## src/rtl/fp_pkg.sv

```systemverilog
// Shared FP32 definitions for the normalise/round datapath: field widths,
// exponent limits, flag layout and the stage payload carried between registers.
package fp_pkg;
    localparam int FRAC_W    = 23;
    localparam int EXPF_W    = 8;
    localparam int EXP_MAX   = 255;
    localparam int FP_BIAS   = 127;
    localparam int EXP_W_DEF = 10;
    // Internal exponent is wider than the port so normalise/round adjustments never wrap.
    localparam int XEXP_W    = 16;

    localparam int FLAG_OVF  = 3;
    localparam int FLAG_UNF  = 2;
    localparam int FLAG_INX  = 1;
    localparam int FLAG_ZERO = 0;

    typedef struct packed {
        logic ovf;
        logic unf;
        logic inexact;
        logic zero;
    } fp_flags_t;

    typedef struct packed {
        logic              sign;
        logic [XEXP_W-1:0] exp;
        logic [31:0]       mant;
        logic              special;
        logic [31:0]       special_val;
    } stage_t;
endpackage

```

## src/rtl/fp_round_rne.sv

```systemverilog
// Combinational round-to-nearest-even, range check and IEEE single packing
// for a mantissa already normalised so the hidden one sits at bit 30.
module fp_round_rne
    import fp_pkg::*;
#(
    parameter int EXP_LIMIT = EXP_MAX
) (
    input  logic              sign,
    input  logic [XEXP_W-1:0] exp,
    input  logic [31:0]       mant,
    output logic [31:0]       result,
    output fp_flags_t         flags
);
    logic              lsb, guard, rnd, sticky;
    logic              up, inexact, zero, carry;
    logic [FRAC_W-1:0] frac;
    logic [XEXP_W-1:0] exp_r;
    logic              too_big, too_small;

    // A normalised non-zero value always has bit 30 set, so both top bits clear means zero.
    assign zero    = ~|mant[31:30];
    assign lsb     = mant[7];
    assign guard   = mant[6];
    assign rnd     = mant[5];
    assign sticky  = |mant[4:0];
    assign up      = guard & (lsb | rnd | sticky);
    assign inexact = guard | rnd | sticky;

    // Carry out of the fraction alone equals carry out of {1,fraction}; the fraction is then zero.
    assign {carry, frac} = {1'b0, mant[29:7]} + 24'(up);
    assign exp_r         = exp + XEXP_W'(carry);

    assign too_big   = ~exp_r[XEXP_W-1] & (exp_r >= XEXP_W'(EXP_LIMIT));
    assign too_small = exp_r[XEXP_W-1] | (exp_r == '0);

    always_comb begin
        result        = {sign, exp_r[EXPF_W-1:0], frac};
        flags         = '0;
        flags.inexact = inexact;
        if (zero) begin
            result     = {sign, 31'h0};
            flags      = '0;
            flags.zero = 1'b1;
        end else if (too_big) begin
            result        = {sign, 8'hFF, 23'h0};
            flags         = '0;
            flags.ovf     = 1'b1;
            flags.inexact = 1'b1;
        end else if (too_small) begin
            result        = {sign, 31'h0};
            flags.ovf     = 1'b0;
            flags.unf     = 1'b1;
            flags.zero    = 1'b1;
            flags.inexact = 1'b1;
        end
    end
endmodule

```

## src/rtl/lzc32.sv

```systemverilog
// 32-bit leading-zero counter; returns 32 for an all-zero input.
module lzc32 (
    input  logic [31:0] a,
    output logic [5:0]  cnt
);
    always_comb begin
        cnt = 6'd32;
        for (int i = 0; i < 32; i++) begin
            if (a[i]) cnt = 6'(31 - i);
        end
    end
endmodule

```

## src/rtl/fp32_norm_round.sv

```systemverilog
// Three-stage normalise/round/pack for the FP32 adder: S1 captures inputs and
// leading-zero count, S2 shifts, S3 rounds and drives the outputs.
module fp32_norm_round
    import fp_pkg::*;
#(
    parameter int EXP_W = EXP_W_DEF,
    parameter int BIAS  = FP_BIAS
) (
    input  logic             clk,
    input  logic             rst,
    input  logic             in_valid,
    output logic             in_ready,
    input  logic             in_sign,
    input  logic [EXP_W-1:0] in_exp,
    input  logic [31:0]      in_mant,
    input  logic             in_special,
    input  logic [31:0]      in_special_val,
    output logic             out_valid,
    input  logic             out_ready,
    output logic [31:0]      out_result,
    output logic [3:0]       out_flags
);
    logic        en;
    logic        v1, v2;
    stage_t      s1, s2, s2_nxt;
    logic [5:0]  lz_in, s1_lz, shamt;
    logic [31:0] rnd_result;
    fp_flags_t   rnd_flags;

    // Whole pipe stalls together; bubbles are carried rather than collapsed.
    assign en       = out_ready | ~out_valid;
    assign in_ready = en;

    lzc32 u_lzc (
        .a   (in_mant),
        .cnt (lz_in)
    );

    always_comb begin
        s2_nxt = s1;
        shamt  = s1_lz - 6'd1;
        if (s1_lz == 6'd0) begin
            s2_nxt.mant = {1'b0, s1.mant[31:2], s1.mant[1] | s1.mant[0]};
            s2_nxt.exp  = s1.exp + XEXP_W'(1);
        end else if (s1_lz != 6'd32) begin
            s2_nxt.mant = s1.mant << shamt;
            s2_nxt.exp  = s1.exp - XEXP_W'(shamt);
        end
    end

    fp_round_rne #(
        .EXP_LIMIT (2 * BIAS + 1)
    ) u_round (
        .sign   (s2.sign),
        .exp    (s2.exp),
        .mant   (s2.mant),
        .result (rnd_result),
        .flags  (rnd_flags)
    );

    always_ff @(posedge clk) begin
        if (rst) begin
            v1         <= 1'b0;
            v2         <= 1'b0;
            out_valid  <= 1'b0;
            s1         <= '0;
            s1_lz      <= '0;
            s2         <= '0;
            out_result <= '0;
            out_flags  <= '0;
        end else if (en) begin
            v1             <= in_valid;
            s1.sign        <= in_sign;
            s1.exp         <= XEXP_W'($signed(in_exp));
            s1.mant        <= in_mant;
            s1.special     <= in_special;
            s1.special_val <= in_special_val;
            s1_lz          <= lz_in;

            v2 <= v1;
            s2 <= s2_nxt;

            out_valid  <= v2;
            out_result <= s2.special ? s2.special_val : rnd_result;
            out_flags  <= s2.special ? 4'h0 : rnd_flags;
        end
    end
endmodule

```

## config.mk

```make
export PLATFORM = sky130hd
export DESIGN_NAME = fp32_norm_round
export DESIGN_NICKNAME = d
export VERILOG_FILES = /design/src/rtl/fp_pkg.sv /design/src/rtl/fp_round_rne.sv /design/src/rtl/lzc32.sv /design/src/rtl/fp32_norm_round.sv
export SDC_FILE = /design/constraint.sdc
export NUM_CORES = 1
export LEC_CHECK = 0
export ABC_AREA = 1
export CAP_MARGIN = 20
export CORE_MARGIN = 5
export CORE_UTILIZATION = 50
export DETAILED_ROUTE_END_ITERATION = 6
export PLACE_DENSITY = 0.82
export SETUP_SLACK_MARGIN = 0.1
export SYNTH_ARGS = -nofsm -noshare
export SYNTH_HDL_FRONTEND = slang
export SYNTH_SLANG_ARGS = --single-unit
```

## constraint.sdc

```tcl
create_clock -name clk -period 12 [get_ports clk]
set_input_delay 1.2 -clock clk [delete_from_list [all_inputs] [get_ports clk]]
set_output_delay 1.2 -clock clk [all_outputs]
set_load 0.005 [all_outputs]
```

==> results of run 1 <==
==> area by class of cell <==
cell class / instances / area [um^2]
multi-input cells: 1135 / 5690
inverters: 144 / 546
clock inverters: 14 / 179
repair buffers: 131 / 1310
well taps: 275 / 344
clock buffers: 18 / 439
flip-flops and latches: 198 / 3960
fillers: 1970 / 8420
==> worst max-delay path, delay by kind of cell (launching register included) <==
| family | cells | cell delay, ns |
|---|---|---|
| buf+inv | 6 | 0.88 |
| flops | 1 | 0.34 |
| compound gates | 5 | 0.74 |
| simple gates | 21 | 2.60 |
| fa+ha+maj | 3 | 0.68 |
==> sequential cells by signal, indices dropped and copies added, names as in the netlist <==
name and count:
v1 1, s2 77, out_result 32, s1_lz 6, s1 76, out_valid 1
v2 1, out_flags 4
==> layer usage <==
metal  up-vias  GRT usage (%)  routed length, um  share of wire [%]
li1       5435              -                  -                  -
met1      5181           33.5              13500                 43
met2       376           41.8              15100                 48
met3        68           3.89               1860                5.9
met4         0           9.96               1050                3.3
met5         -              0                  0                  0
==> worst max path at each step <==
stage / start / endpoint / slack, ns / cells past startpoint
2_1_floorplan: s2[33] / out_result[7] / 7.97 / 37
3_3_place_gp: s2[33] / out_result[20] / 7.16 / 35
3_5_place_dp: s2[33] / out_result[20] / 6.86 / 37
4_1_cts: s2[33] / out_result[20] / 6.75 / 35
5_1_grt: s2[34] / out_result[20] / 5.97 / 37
6_report: s2[33] / out_result[20] / 6.69 / 35
==> power by group through the flow <==
stage          combinational, uW  sequential (uW)  clock, uW
3_5_place_dp                 295              749          0
4_1_cts                      298              734        591
3_3_place_gp                 292              748          0
5_1_grt                      338              741        617
2_1_floorplan                194              740          0
6_report                     304              735        585
==> through the flow <==
step | area [um^2] | std cells | hold WS (ns)
6_report | 12500 | 1915 | 0.464
5_1_grt | 12500 | 1915 | 0.484
3_3_place_gp | 11800 | 1881 | 0.438
2_1_floorplan | 10600 | 1578 | 0.417
3_5_place_dp | 11800 | 1881 | 0.437
4_1_cts | 12400 | 1913 | 0.462
==> logic make-up (layout without fill, tap and decap cells) <==
kind of cell | after synthesis | after routing | share of synthesized area [%]
flops | 198 | 198 | 37.5
simple gates | 532 | 532 | 20.9
xor+xnor | 10 | 10 | 0.829
buf+inv | 245 | 307 | 8.92
fa+ha+maj | 14 | 14 | 1.73
compound gates | 560 | 560 | 28.3
mux | 19 | 19 | 1.80
==> placed cells by master (no fill, tap or decap), types with 10 or more instances in the layout <==
cell type,instances
nor2_1,223
clkdlybuf4s50_1,117
dfxtp_1,198
mux2i_1,19
inv_1,138
ha_1,13
nand2_1,220
nand3_1,40
buf_4,12
o221ai_1,10
o21ai_0,296
a21oi_1,182
clkbuf_16,17
o22ai_1,28
==> reports/qor.yml, run 1 <==
arrival_ns: 5.70
wl_per_cell_um: 16.4
drt_iter0_markers: 992
totalPowerFinal_uw: 1620
crit_fanout: 20
vias_per_cell: 5.78
clk_latency_ns: 0.45
peakVddDrop_mv: 0.0817
cpPeakStageDelay_ns: 0.53
grt_max_degree: 146
grt_pass1_wl_mm: 50.5
postCtsSetupRepairBufs: 0
hold_viol: 0
syn2layout_area_growth_pct: 18.0
crit_type: "flip-flop to flip-flop"
r2r_end: "out_result[20]"
worstHoldEndpoint: "s2[74]"
drive_gt1_share_pct: 4.51
synth_most_common_cell: "o21ai_0"
rsz0062_at_grt: "no"
synth.distinct_cells: 50
synth-edff-count: 0
wirelength_mm: 31.5
hp-start: "s1[74]"
place_congestion: 0.954
pwr_density_cell_nw_per_um2: 130
endpoint_kind: "flip-flop"
holdCritPathClass: "flip-flop to flip-flop"
cts_hold_buffers: 0
synthesis.area_um2: 10600
p_leak_uw: 0.00507
yosys.area.top_type_share_pct: 37.5
antennaDiodeCount: 0
slew_headroom_pct: 33.8
reg2reg_depth: 35
overflow: 0
drt.antenna.violating_nets: 0
pre_cts_ws_ns: 6.86
p_int_uw: 1110
worstReg2RegStart: "s2[33]"
cts_max_level: 4
power.switching_uw: 518
cts_resized: 0
p_sw_share_pct: 31.9
vias: 11100
fin_util_pct: 59.7
totalNegativeSetupSlack_ns: 0
cts_tree: "done"
reg2reg_slack_ns: 6.69
num_rows: 53
finClkSkew_ns: 0.0104
io_pins: 118
pwr-share-seq_pct: 45.3
required_ns: 12.38
synth_area_leaders: "dfxtp_1 38%, o21ai_0 14%, a21oi_1 8.6%"
dieArea_um2: 24100
post-route-period-util_pct: 44.3
final-setup-viol-count: 0
die_h_um: 155
pwr-share-clk_pct: 36.0
avgSynthCellArea_um2: 6.70
die_w_um: 155
numCtsBuffers: 17
dr.pass1.iters: 6
worst_slew_pin_slew_ns: 0.992
place_hpwl_mm: 22.0
drc: 0
worst_slack_ns: 6.69
synth_top_flop_cell: "dfxtp_1"
clock-root-buffer: "clkbuf_16"
synthCells: 1578
yosysTopAreaCell: "dfxtp_1"
slew_viol_final: 0
layout.nets: 1721
grt_pass1_vias: 10000
yosysSeqAreaShare_pct: 37.5
syn_nets: 1672
async_flop_share_pct: 0
cts.sinks: 198
start_kind: "flip-flop"
slowest_stage: "inv_1"
fmax_mhz: 188
start_util_pct: 50.6
grt_usage_pct: 25.4
cap_violations: 0
clockBufferDepth: 2
core_area_um2: 20900
ys_seq_elements: 198
yosys_warnings: 0
clk_pin_slew_worst_paths_ns: 0.08
hold_path_depth: 1
port_buffers: 117
comb_power_share_pct: 18.7
run_status: "finished, final reports clean"
synth_common_cells: "296 x o21ai_0, 224 x nor2_1, 220 x nand2_1"
period_needed_ns: 5.31
antenna_found_initial: 0
Power figures use the tool's default switching activity.
==> run 2, diff against run 1 <==
==> constraint.sdc (replaced) <==
create_clock -name clk -period 5.2 [get_ports clk]
set_input_delay 0.52 -clock clk [delete_from_list [all_inputs] [get_ports clk]]
set_output_delay 0.52 -clock clk [all_outputs]
set_load 0.005 [all_outputs]
==> reports/qor.yml, run 2 (synthesis results as in run 1) <==
cts_tree: "done"
run_status: "finished, violations left"
totalNegativeSetupSlack_ns: 0
crit_type: "flip-flop to flip-flop"
grt_pass1_wl_mm: 49.9
peakVddDrop_mv: 0.173
required_ns: 5.54
finClkSkew_ns: 0.0109
dieArea_um2: 24100
die_w_um: 155
syn2layout_area_growth_pct: 18.7
place_hpwl_mm: 22.0
clockBufferDepth: 2
reg2reg_slack_ns: 0.50
hp-start: "s1[74]"
cpPeakStageDelay_ns: 0.33
vias: 10900
num_rows: 53
post-route-period-util_pct: 90.4
cts_hold_buffers: 0
crit_start: "s2[33]"
holdCritPathClass: "flip-flop to flip-flop"
drc: 3
place_congestion: 0.960
largest_registers: "s2 x77, s1 x76, out_result x32"
endpoint_kind: "flip-flop"
drive_gt1_share_pct: 5.70
cap_violations: 0
layout.nets: 1731
overflow: 0
worst_slew_pin_slew_ns: 0.789
final_common_cell: "o21ai_0"
dr.pass1.iters: 7
start_kind: "flip-flop"
final_cell_mix: "296 x o21ai_0, 221 x nor2_1, 220 x nand2_1"
die_h_um: 155
clock-root-buffer: "clkbuf_16"
drt.antenna.violating_nets: 0
wl_per_cell_um: 16.2
violations: "design-rule violations"
antenna_found_initial: 0
grt_max_degree: 208
grt_pass1_vias: 9968
grt_usage_pct: 25.1
timing.hold.ws_ns: 0.464
crit_fanout: 6
period_needed_ns: 4.70
rsz0062_at_grt: "no"
port_buffers: 117
numCtsBuffers: 17
regMostFlops: "s2"
hold_viol: 0
clk_latency_ns: 0.45
cts_max_level: 4
fmax_mhz: 213
core_area_um2: 20900
io_pins: 118
clk_pin_slew_worst_paths_ns: 0.08
antennaDiodeCount: 0
wirelength_mm: 31.3
final-setup-viol-count: 0
slew_viol_final: 0
arrival_ns: 5.04
largest_reg_flops: 77
slew_headroom_pct: 47.3
pwr_density_cell_nw_per_um2: 297
cts.sinks: 198
slowest_stage: "dfxtp_1"
vias_per_cell: 5.66
p_leak_uw: 0.00512
fin_util_pct: 60.1
drt_iter0_markers: 999
worstReg2RegStart: "s2[33]"
start_util_pct: 50.6
-- run 2: cell count changes in the layout (fill, tap and decap cells not counted), moves of 2 or more --
cell	delta
ha_2	+2
buf_4	+9
inv_6	+2
clkinv_8	-2
inv_1	-2
nor4_1	-2
ha_1	-2
nor2_2	+2
nor2_1	-2
-- run 2: area by class of cell --
class	count	area (um^2)
clock buffer	17	425
inverter	144	548
clock inverter	15	160
tap	275	344
sequential	198	3970
fill	1953	8340
multi-input combinational	1135	5720
timing repair buffer	141	1380
-- run 2: worst max-delay path: cells and delay by family (launching register included) --
family                   cells  cell delay, ns
AO/OA/AOI/OAI                4            0.42
adder cells (fa/ha/maj)      3            0.61
XOR/XNOR                     1            0.12
buffers and inverters        7            0.54
flip-flops                   1            0.33
AND/OR/NAND/NOR             20            2.56
-- run 2: timing repair --
item | CTS | global route
resized for setup | 0 | 16
buffers inserted | 0 | 6
endpoints found under the setup margin | 0 | 32
-- run 2: report_power, final --
group          internal (uW)  total [uW]  switching, uW
Combinational            273         712            439
Sequential              1620        1700           76.6
Clock                    643        1320            677
-- run 2: path summary, 6_finish.rpt --
path,depth (start not counted),to
worst max-delay path,35,out_result[20]
worst min-delay path,1,s2[74]
worst max register to register,35,out_result[20]
worst min register to register,1,s2[74]
-- run 2: routing by layer --
| layer | global-route usage [%] | share of wire, % | vias to the layer above |
|---|---|---|---|
| met2 | 41.8 | 48 | 372 |
| met5 | 0 | 0 | - |
| met4 | 6.84 | 2.0 | 0 |
| met3 | 4.17 | 6.3 | 49 |
| li1 | - | - | 5458 |
| met1 | 33.6 | 44 | 5021 |
-- run 2: per-stage QoR --
step / instances / cell area, um^2 / power, uW / setup slack (ns)
final: 1925 / 12500 / 3730 / 0.501
after global routing: 1925 / 12500 / 3890 / 0.0807
after CTS: 1919 / 12400 / 3710 / 0.291
after detailed placement: 1887 / 11900 / 2420 / 0.336
after global placement: 1887 / 11900 / 2410 / 0.564
after floorplan: 1578 / 10600 / 2160 / 1.17
